==> config.mk <==
export PLATFORM = sky130hd
export DESIGN_NAME = serial_full_adder
export DESIGN_NICKNAME = d
export VERILOG_FILES = /design/src/rtl/serial_full_adder.sv
export SDC_FILE = /design/constraint.sdc
export NUM_CORES = 1
export LEC_CHECK = 0
export CAP_MARGIN = 20
export CORE_ASPECT_RATIO = 2
export CORE_MARGIN = 2
export CORE_UTILIZATION = 39
export DETAILED_ROUTE_END_ITERATION = 8
export MAX_ROUTING_LAYER = met4
export SYNTH_ARGS = -nofsm -noshare
export SYNTH_HDL_FRONTEND = slang
export SYNTH_SLANG_ARGS = --single-unit
export TNS_END_PERCENT = 1
==> constraint.sdc <==
create_clock -name clk -period 2.2 [get_ports clk]
set_input_delay 0.44 -clock clk [delete_from_list [all_inputs] [get_ports clk]]
set_output_delay 0.44 -clock clk [all_outputs]
set_load 0.01 [all_outputs]
==> src/rtl/serial_full_adder.sv <==
// Bit-serial adder: {C,S} = A + B + C0, one bit per clock, LSB first.
// Ports: clk, rst (sync, active-high), start, A, B, C0 in;
//        busy, done, S, C out (all registered or decoded from flops).
module serial_full_adder #(
  parameter int WIDTH = 8
) (
  input  logic             clk,
  input  logic             rst,
  input  logic             start,
  input  logic [WIDTH-1:0] A,
  input  logic [WIDTH-1:0] B,
  input  logic             C0,
  output logic             busy,
  output logic             done,
  output logic [WIDTH-1:0] S,
  output logic             C
);

  localparam int CW = (WIDTH > 1) ? $clog2(WIDTH) : 1;

  typedef enum logic [1:0] {
    IDLE = 2'b00,
    RUN  = 2'b01,
    DONE = 2'b10
  } state_t;

  state_t r_state;
  state_t w_next;

  logic [WIDTH-1:0] r_a;
  logic [WIDTH-1:0] r_b;
  logic [WIDTH-2:0] r_work;
  logic             r_carry;
  logic [CW-1:0]    r_cnt;
  logic [WIDTH-1:0] r_s;
  logic             r_c;

  logic             w_bit;
  logic             w_cout;
  logic             w_last;
  logic [WIDTH-1:0] w_work;
  logic             w_busy;
  logic             w_done;

  // Single full-adder cell on the current LSBs.
  assign w_bit  = r_a[0] ^ r_b[0] ^ r_carry;
  assign w_cout = (r_a[0] & r_b[0])
                | (r_carry & (r_a[0] ^ r_b[0]));
  assign w_last = (r_cnt == CW'(WIDTH - 1));
  // New bit enters at the MSB; the oldest bit drops out of the
  // WIDTH-1 bit holding register on the next shift.
  assign w_work = {w_bit, r_work};

  // State register
  always_ff @(posedge clk) begin
    if (rst) r_state <= IDLE;
    else     r_state <= w_next;
  end

  // Next-state logic
  always_comb begin
    w_next = r_state;
    unique case (r_state)
      IDLE:    if (start) w_next = RUN;
      RUN:     if (w_last) w_next = DONE;
      DONE:    w_next = IDLE;
      default: w_next = IDLE;
    endcase
  end

  // Output decode (from state flops only)
  always_comb begin
    w_busy = 1'b0;
    w_done = 1'b0;
    unique case (r_state)
      IDLE:    ;
      RUN:     w_busy = 1'b1;
      DONE: begin
        w_busy = 1'b1;
        w_done = 1'b1;
      end
      default: ;
    endcase
  end

  // Datapath
  always_ff @(posedge clk) begin
    if (rst) begin
      r_a     <= '0;
      r_b     <= '0;
      r_work  <= '0;
      r_carry <= 1'b0;
      r_cnt   <= '0;
      r_s     <= '0;
      r_c     <= 1'b0;
    end else begin
      unique case (r_state)
        IDLE: begin
          if (start) begin
            r_a     <= A;
            r_b     <= B;
            r_carry <= C0;
            r_work  <= '0;
            r_cnt   <= '0;
          end
        end
        RUN: begin
          r_a     <= r_a >> 1;
          r_b     <= r_b >> 1;
          r_carry <= w_cout;
          r_work  <= w_work[WIDTH-1:1];
          // Count stops at WIDTH-1; it is reloaded on accept.
          if (w_last) begin
            r_s <= w_work;
            r_c <= w_cout;
          end else begin
            r_cnt <= r_cnt + CW'(1);
          end
        end
        default: ;
      endcase
    end
  end

  assign busy = w_busy;
  assign done = w_done;
  assign S    = r_s;
  assign C    = r_c;

endmodule
* Yosys cells after proc, flatten, opt, wreduce, memory -nomap -nowiden
Index checks and enable logic that the tools add are counted.
Cells by class: reduce and logical (&&, ||, !) cells 7, eq/ne operators 6, mux-type cells 16, bitwise gates (word level) 5, add/sub/neg operators 1
Operators with widths (number):
- $pmux 8 s2 | 2
- $mux 8 | 2
- $pmux 7 s2 | 1
- $mux 7 | 1
- $mux 3 | 2
- $ne 2x2->1 const B | 3
- $pmux 3 s2 | 1
- $reduce_and 2->1 | 3
- $mux 2 | 2
- $pmux 2 s2 | 1
- $add 3x1->3 const B | 1
- $eq 3x3->1 const B | 1
- $mux 1 | 3
- $reduce_and 3->1 | 1
- $and 1x1->1 | 2
- $eq 2x1->1 const B | 1
- $eq 2x2->1 const B | 1
- $logic_not 2->1 | 1
- $pmux 1 s2 | 1
- $reduce_bool 2->1 | 1
- $reduce_or 2->1 | 1
- $xor 1x1->1 | 2
- $or 1x1->1 | 1
Word-level totals: word-level logic and storage cells 43, input bits 20, output and inout port bits 11, flip-flop bits (word level) 38

* Logic depth before layout (Yosys ltp)
word-level depth 4, gate-level depth with buffers 7, gate-level depth less buffers 5

* Least setup slack after synthesis
OpenSTA, ideal clock, no wires.
kind flip-flop to flip-flop, start register r_state[0], end register r_work[2], cell stages (with the launch flop) 8, period minus slack after synthesis 1.510 ns, setup time 0.132 ns, data required time 2.068 ns, setup slack 0.690 ns, data arrival time 1.378 ns, cells stage by stage dfxtp_1 > inv_1 > ha_1 > mux2_4 > buf_8 > buf_6 > nand3_1 > a21oi_1
Between the ends: cells in the longest elaborated chain, start to end 3, elaborated cells between the ends (all ways) 6, classes of those cells eq/ne (2); mux (1); reduce/logical (3)
RTL lines:
- from (decl) | RTL line 27 | state_t r_state;
- from (signal assigned) | RTL line 57 | else r_state <= w_next;
- $eq 2x1->1 or $logic_not 2->1 (tied branches) | RTL line 97 | unique case (r_state)
- $reduce_bool 2->1 (no line) or $ne 2x2->1 (tied branches)
- $reduce_and 2->1 (no line)
- to (signal assigned) | RTL line 111 | r_work <= w_work[WIDTH-1:1];
- to (decl) | RTL line 32 | logic [WIDTH-2:0] r_work;
Parallel ways exist; a longest one is shown, timed or not. A chain may end at the register's enable or synchronous reset.

* Worst setup path after layout
start register r_state[1], end output port busy
Between the ends: cells in the longest elaborated chain, start to end 3, elaborated cells between the ends (all ways) 4, classes of those cells eq/ne (2); mux (1); reduce/logical (1)
RTL lines:
- $eq 2x1->1 or $eq 2x2->1 (tied branches) | RTL line 75 | unique case (r_state)
- $reduce_or 2->1 (no line) (*)
- $mux 1 (*) | RTL line 75
- to (decl) | RTL line 13 | output logic busy,
Every way passes the cells marked *; elsewhere a longest branch is shown, timed or not.

==> impl_metrics.csv <==
group,metric,value,unit
pwr,p_clk_share,31.1,%
worst_setup_path,cp_data_arrival_time,1.56,ns
sta,finalSetupViolations,0,
cells_and_area,areaGrowthSynthToFinish,22.9,%
worst_setup_path,crit_type,"flop to output pin",
clock_tree,root_buffer,"clkbuf_8",
clock_tree,cts_tree,"yes",
placed_design,dp_hpwl,2200,um
clock_tree,cts_buffer_depth,2,
cells_and_area,final_common_cell,"dfxtp_1",
placed_design,gp_congestion,0.719,
worst_setup_path,start_kind,"flop",
floorplan,ioPinCount,31,
floorplan,initial_core_util,39.9,%
floorplan,die_area,4920,um2
floorplan,rows,34,
synthesis,synth_area,1700,um2
detailed_routing,wl_met1,1330,um
global_routing,grt_max_degree,39,
sta,fin_crit_sh,91.0,%
clock_tree,path_clk_slew,0.07,ns
worst_setup_path,crit_path_end_kind,"output pin",
sta,timing.final.ws_setup,0.199,ns
sta,rsz0062_at_grt,"false",
worst_setup_path,crit_end,"busy",
clock_tree,cts_buffers,5,
cells_and_area,drive_gt1_share,7.08,%
placed_design,placed_area,1990,um2
pwr,power_density,744,nW/um2
floorplan,coreArea,4250,um2
cells_and_area,multiInputGateArea,822,um2
sta,hold_violations,0,
cells_and_area,final_cell_mix,"38 x dfxtp_1, 30 x clkdlybuf4s50_1, 28 x nand2_1, 21 x a21oi_1",
floorplan,die_w,50.6,um
worst_setup_path,rr_endpoint,"r_cnt[0]",
sta,clock.fmax,0.500,GHz
cells_and_area,final_net_count,239,
pwr,peakVddDrop,485,uV
run_status,status,"finished clean",
synthesis,synth_seq_cells,38,
worst_setup_path,rr_worst_depth,5,
detailed_routing,drc,0,
synthesis,synth.distinct_cells,28,
detailed_routing,wl_met2,1600,um
job,max_cap_viol_count,0,
detailed_routing,drt-vias-per-instance,5.12,
pwr,switching_power,0.416,mW
clock_tree,clock_latency,0.29,ns
synthesis,synth_cells,182,
cells_and_area,diodes,0,
sta,slew_viol_final,0,
clock_tree,cts-resized-gates,0,
pwr,p_seq_share,49.3,%
cells_and_area,ff_latch_area,761,um2
placed_design,port_buffers,30,
synthesis,yosysWarnings,0,
detailed_routing,drtIter0Drc,19,
detailed_routing,totalWireLength,3130,um
detailed_routing,num_vias,1363,
floorplan,fp.dieH,97.2,um
pwr,power.share.switching,26.8,%
pwr,intPower,1.13,mW
global_routing,grt_first_pass_wirelength,5360,um
global_routing,grt_pass1_vias,1287,
detailed_routing,top_layer_used,"met4",
placed_design,place_ws,0.410,ns
worst_setup_path,crit_start,"r_state[1]",
detailed_routing,drt-wirelength-per-cell,11.8,um
sta,finClkSkew,0.00315,ns
global_routing,grt.total_usage,14.2,%
detailed_routing,antenna_left,0,
hold_path,min_path_type,"flop to flop",
worst_setup_path,crit_fanout,4,
sta,max_slew_margin,74.1,%
worst_setup_path,crit_required,1.76,ns
synthesis,ys_seq_area_share,44.9,%
clock_tree,clock-sinks,38,
clock_tree,post_cts_buffers,0,
pwr,combPwrFrac,19.5,%
synthesis,syn-num-nets,210,
worst_setup_path,reg2reg_slack,0.51,ns
sta,fin_tns_setup,0,ns
synthesis,post_synth.cell_area_avg,9.32,um2
worst_setup_path,reg2reg_from,"r_state[1]",
global_routing,grt_remaining_overflow,0,
detailed_routing,firstDrtPassIters,4,
cells_and_area,fin_area,2080,um2
cells_and_area,nFillCells,424,
pwr,p_leak,0.757,nW
clock_tree,ctsHoldBuffers,0,
sta,worst-slew-pin-transition,0.378,ns
global_routing,grt_antenna_before_repair,0,
detailed_routing,route.met3.wl,139,um
clock_tree,htree_levels,2,
sta,fin_crit,2.00,ns
-- cell type report --
class,count,share of cell area (%)
Clock buffer,7,4.14
Clock inverter,1,0.240
Sequential cell,38,36.5
Tap cell,54,3.24
Timing Repair Buffer,34,15.9
Multi-Input combinational cell,129,39.5
Inverter,3,0.541
-- cell usage after synthesis, drive strengths merged --
cell / instances / share of area [%]
or4: 1 / 0.44
nor2: 17 / 3.8
a22oi: 2 / 0.89
and2: 1 / 0.52
o21ai: 3 / 0.89
or3: 2 / 0.74
ha: 7 / 5.2
mux2i: 17 / 10
inv: 3 / 0.66
mux2: 1 / 0.89
nand2: 28 / 6.2
nand3: 8 / 2.4
and3b: 1 / 0.59
fa: 1 / 1.2
dfxtp: 38 / 45
or2b: 1 / 0.44
a21o: 1 / 0.44
buf: 8 / 4.9
clkbuf: 4 / 1.1
a211oi: 16 / 7.4
nand2b: 1 / 0.37
a21oi: 21 / 6.2
-- per-stage QoR --
step	hold WS [ns]	total power [mW]	std cells	utilization (%)
3_3_place_gp	0.443	1.08	258	46.8
5_1_grt	0.475	1.64	266	49.0
2_1_floorplan	0.432	1.03	182	-
3_5_place_dp	0.444	1.09	258	46.8
4_1_cts	0.456	1.58	266	49.0
6_report	0.454	1.55	266	49.0
-- critical path: stages, from the launching register on --
cell and delay (ns):
dfxtp_1 0.37, inv_1 0.10, ha_1 0.28, clkdlybuf4s50_1 0.53
-- kinds of logic after synthesis --
family | share of synthesized area [%]
AND/OR/NAND/NOR | 15.4
AO/OA/AOI/OAI | 15.8
flip-flops | 44.9
multiplexers | 10.9
buffers and inverters | 6.64
adder cells (fa/ha/maj) | 6.35
-- flip-flops by register name (all words and copies together) (netlist names) --
signal,count
r_work,7
r_state,2
S,8
C,1
r_a,8
r_b,8
r_carry,1
r_cnt,3
-- how the worst min path moves through the flow --
| stage | from | to | slack (ns) | cells after the start |
|---|---|---|---|---|
| detailed placement | r_work[0] | r_work[0] | 0.44 | 2 |
| finish | r_work[0] | r_work[0] | 0.45 | 2 |
| CTS | r_work[0] | r_work[0] | 0.46 | 2 |
| floorplan | r_work[0] | S[0] | 0.43 | 2 |
| global placement | r_work[0] | S[0] | 0.44 | 2 |
| global route | r_work[0] | r_work[0] | 0.47 | 2 |
-- routing by layer --
| metal | track usage, % | vias to the layer above |
|---|---|---|
| li1 | - | 692 |
| met1 | 15.0 | 634 |
| met2 | 23.9 | 31 |
| met3 | 3.38 | 6 |
| met4 | 7.07 | 0 |
| met5 | - | - |
-- power by group through the flow --
| stage | Clock, mW | Combinational (mW) | Sequential (mW) |
|---|---|---|---|
| 5_1_grt | 0.527 | 0.339 | 0.771 |
| 3_3_place_gp | 0 | 0.300 | 0.780 |
| 2_1_floorplan | 0 | 0.254 | 0.774 |
| 4_1_cts | 0.505 | 0.310 | 0.765 |
| 3_5_place_dp | 0 | 0.307 | 0.781 |
| 6_report | 0.483 | 0.303 | 0.765 |
(Power assumes the default switching activity.)
==> RTL change 1: new RTL, same flow settings <==
Encoding of `state_t`: now one-hot (3 bits for 3 states).
--- a/src/rtl/serial_full_adder.sv
+++ b/src/rtl/serial_full_adder.sv
@@ -19,8 +19,8 @@
   localparam int CW = (WIDTH > 1) ? $clog2(WIDTH) : 1;
 
-  typedef enum logic [1:0] {
-    IDLE = 2'b00,
-    RUN  = 2'b01,
-    DONE = 2'b10
+  typedef enum logic [2:0] {
+    IDLE = 3'b001,
+    RUN  = 3'b010,
+    DONE = 3'b100
   } state_t;
 
Check against the original RTL: no difference found for any inputs over 10 cycles, from zero or initial values and one cycle with rst high; not proved beyond that.
==> RTL change 1 against the unedited design <==
- sequential power barely moved
- non-clock buffer count increased by 3
- sequential cell count up 1
- worst setup slack worse by 96 ps
- highest routed layer unchanged
- register-to-register slack got worse by 90 ps
- sequential share of layout area shrank 2.0 points
- total power up 8.9%
- largest power group unchanged
- count of clock-buffer cells in the layout decreased by 2
- hold slack improved by 0.57 ps
- synthesized area increased by 7.9%
- routed wire length increased by 18%
- cell area is 8.9% higher
==> RTL change 1: results <==
logic_synthesis:
  ys_warn_count: 0
  synth_mux_area_share_pct: 2.80
  syn-num-nets: 219
  synthTopCellsByCount: "nand2_1, dfxtp_1, nor3_1"
  yosysSeqAreaShare_pct: 42.7
  netlist_top_cells_area: "dfxtp_1, nand2_1, a311oi_2, nor3_1, a21oi_1"
  yosys.cell_types.count: 30
  async_flop_share_pct: 0
  synth-compound-area-share_pct: 17.2
  synth-adder-area-share_pct: 2.46
  synth_top_family_by_area: "simple AND/OR/NAND/NOR gates"
grt:
  grt_pass1_vias: 1398
  grt_usage_pct: 16.5
  grt_first_pass_wirelength_um: 6310
  met3_usage_pct: 3.26
  use_met1_pct: 17.3
  gr-usage-met2_pct: 28.6
  grt_max_degree: 42
timing:
  worst_pin_slew_ps: 481
  fin_crit_ps: 2100
  clock_skew_ps: 6.16
clocking:
  h-tree-depth: 2
  clk_pin_slew_ps: 80
finish:
  drive_gt1_share_pct: 15.7
  fin_nets: 245
power_and_ir_drop:
  ir_drop_v: 0.000739
  p_leak_uw: 0.000787
drt:
  vias_per_cell: 5.17
  wl_met3_um: 128
  first_iter_violations: 20
  met2_length_um: 2100
  dr.pass1.iters: 4
  wl_met1_um: 1390
  wire_per_inst_um: 13.3
place:
  gp_congestion: 0.715
  place_area_um2: 2130
  dp_hpwl_um: 2460
  pre_cts_ws_ps: 355
worst_setup_path:
  r2r_slack_ps: 420
  rr_endpoint: "r_cnt[0]"
  worstPathArrival_ps: 1660
  timing.rr.start: "r_cnt[0]"
  cp-startpoint: "r_state[1]"
  crit_fanout: 9
min_path:
  hold_start: "C"
run_status:
  status: "finished, final reports clean"
==> RTL change 1: cell count changes in the layout (fill, tap and decap cells not counted), moves of 3 or more <==
cell / delta
mux2i_1: -13
a311oi_1: +3
nand2_1: +27
a311oi_2: +12
nor2_1: -16
inv_1: -3
ha_1: -5
nand3b_1: +3
nor3_1: +18
a211oi_1: -15
a21oi_1: -5
nand2b_1: +3
o21ai_0: -3
==> RTL change 1: power by group <==
group	total (uW)	internal, uW	leakage (uW)	switching, uW
registers	765	741	0.000318	23.9
clock network	719	452	0.0000644	266
logic	205	105	0.000405	101
total	1690	1300	0.000787	391
==> RTL change 1: layout make-up <==
cell class,count,area [um2]
fillers,452,2290
multi-input cells,139,915
flip-flops and latches,39,783
repair buffers,37,365
clock buffers,5,68.8
well taps,55,68.8
clock inverters,3,67.6
==> RTL change 1: critical path, delay by kind of cell (launching register included) <==
family | cells | cell delay (ps)
simple gates | 2 | 450
flops | 1 | 390
buf+inv | 1 | 520
==> RTL change 1: cell families after synthesis <==
family                   after synthesis
adder cells (fa/ha/maj)                3
AND/OR/NAND/NOR                       98
multiplexers                           5
buffers and inverters                 18
AO/OA/AOI/OAI                         33
flip-flops                            39
==> RTL change 1: worst min-delay path by stage <==
stage          depth (start not counted)  slack, ps   end
3_5_place_dp                           2        450  S[3]
4_1_cts                                2        460  S[3]
3_3_place_gp                           2        440  S[1]
5_1_grt                                2        480  S[4]
2_1_floorplan                          2        430  S[0]
6_report                               2        450     C
==> RTL change 1: through the flow <==
step	total power (uW)	utilization, %	cells
floorplan	932	-	196
global placement	986	46.8	270
detailed placement	988	46.8	270
CTS	1710	49.8	278
global route	1770	49.8	278
finish	1690	49.8	278
==> RTL change 1: what timing repair did <==
action	4_1_cts	5_1_grt
endpoints found under the setup margin	0	1
hold buffers	0	0
gates resized for setup	0	2
==> RTL change 2: new RTL, same flow settings <==
Without the edit above. The parameter `WIDTH` goes from 8 to 32.
--- a/src/rtl/serial_full_adder.sv
+++ b/src/rtl/serial_full_adder.sv
@@ -3,5 +3,5 @@
 //        busy, done, S, C out (all registered or decoded from flops).
 module serial_full_adder #(
-  parameter int WIDTH = 8
+  parameter int WIDTH = 32
 ) (
   input  logic             clk,
Ports: changed (resized A, B and S); port bits go from 31 to 103. The function was not compared with the original's and may differ.
==> RTL change 2 against the unedited design <==
- cell count grew to 3.3 times the old value
- synthesized area grew to 3.4 times the old value
- sequential power grew to 3.6 times the old value
- worst setup slack lost 44 ps
- sequential cell count grew 98
- critical path type unchanged
- cell area grew to 3.6 times the old value
- via count grew to 3.3 times the old value
- highest routed layer unchanged
- total power grew to 4.3 times the old value
- core utilization grew 2.8 points
- non-clock buffer count grew 82
- routed wire length grew to 3.9 times the old value
==> RTL change 2: results <==
drt:
  wire_per_inst_um: 13.8
  num_vias: 4458
grt:
  grt_max_degree: 47
  grt_pass1_vias: 4259
  grt_usage_pct: 16.4
min_path:
  hp-class: "in2reg"
  hold_start: "rst"
worst_setup_path:
  reg2regPathDepth: 6
  worstPathArrival_ps: 1610
  rr_endpoint: "r_cnt[2]"
  r2r_slack_ps: 280
logic_synthesis:
  yosysSeqAreaShare_pct: 46.9
  synthTopCellsByCount: "dfxtp_1, nor2_1, nand2_1"
  yosys.cell_types.count: 30
timing:
  hold_ws_ps: 390
  clock_skew_ps: 7.23
  max-slew-margin-rel_pct: 68.9
clocking:
  cts_root_buf: "clkbuf_16"
  cts_inserted_buffers: 17
finish:
  drive_gt1_share_pct: 15.4
  fin_nets: 745
  fillCellCount: 1408
power_and_ir_drop:
  pwr-share-seq_pct: 40.9
  p_leak_uw: 0.00264
  power_density_nw_per_um2: 882
  clkPwrFrac_pct: 41.6
  ir_drop_v: 0.000587
place:
  gp_congestion: 0.724
run_status:
  status: "finished, final reports clean"
## RTL change 2: cell count changes in the layout (fill, tap and decap cells not counted), sizes merged, moves of 19 or more
cell	change
nand2	+41
a211oi	+47
a21oi	+19
mux2i	+49
dfxtp	+98
nor2	+79
a32oi	+31
clkdlybuf4s50	+70
## RTL change 2: worst max path at each step
stage / start / to / slack (ps)
finish: r_state[0] / done / 150
global route: r_state[0] / done / 90
CTS: r_state[0] / busy / 20
detailed placement: start / r_b[4] / 190
global placement: start / r_b[8] / 240
floorplan: r_cnt[0] / r_cnt[3] / 440
## RTL change 2: layout make-up
cell class	instances	area, um2	share of cell area, %
timing repair buffer	116	1230	16.2
inverter	2	7.51	0.0989
multi-input combinational	397	2810	37.0
clock buffer	19	433	5.70
clock inverter	13	146	1.93
tap	195	244	3.21
sequential	136	2720	35.9
## RTL change 2: cells by family after synthesis
family,Yosys count,synth area share [%]
AO/OA/AOI/OAI,138,21.5
adder cells (fa/ha/maj),7,1.64
buffers and inverters,57,5.15
flip-flops,136,46.9
multiplexers,67,11.6
AND/OR/NAND/NOR,185,13.2
## RTL change 2: per-layer routing
layer | global-route usage (%) | vias up | share of wire (%) | routed length [um]
met5 | - | - | 0 | 0
met4 | 5.58 | 0 | 1.4 | 174
met3 | 4.44 | 13 | 4.9 | 599
met2 | 24.6 | 103 | 46 | 5630
met1 | 21.4 | 2078 | 47 | 5730
li1 | - | 2264 | - | -
## RTL change 2: repair_timing
| item | CTS | global route |
|---|---|---|
| hold buffers | 0 | 0 |
| gates resized for setup | 0 | 1 |
| endpoints found under the setup margin | 0 | 1 |
## RTL change 2: stage by stage
stage                     cells  area [um2]
final                       878        7590
after detailed placement    846        7010
after global placement      846        7010
after global routing        878        7590
after floorplan             590        5800
after CTS                   878        7590
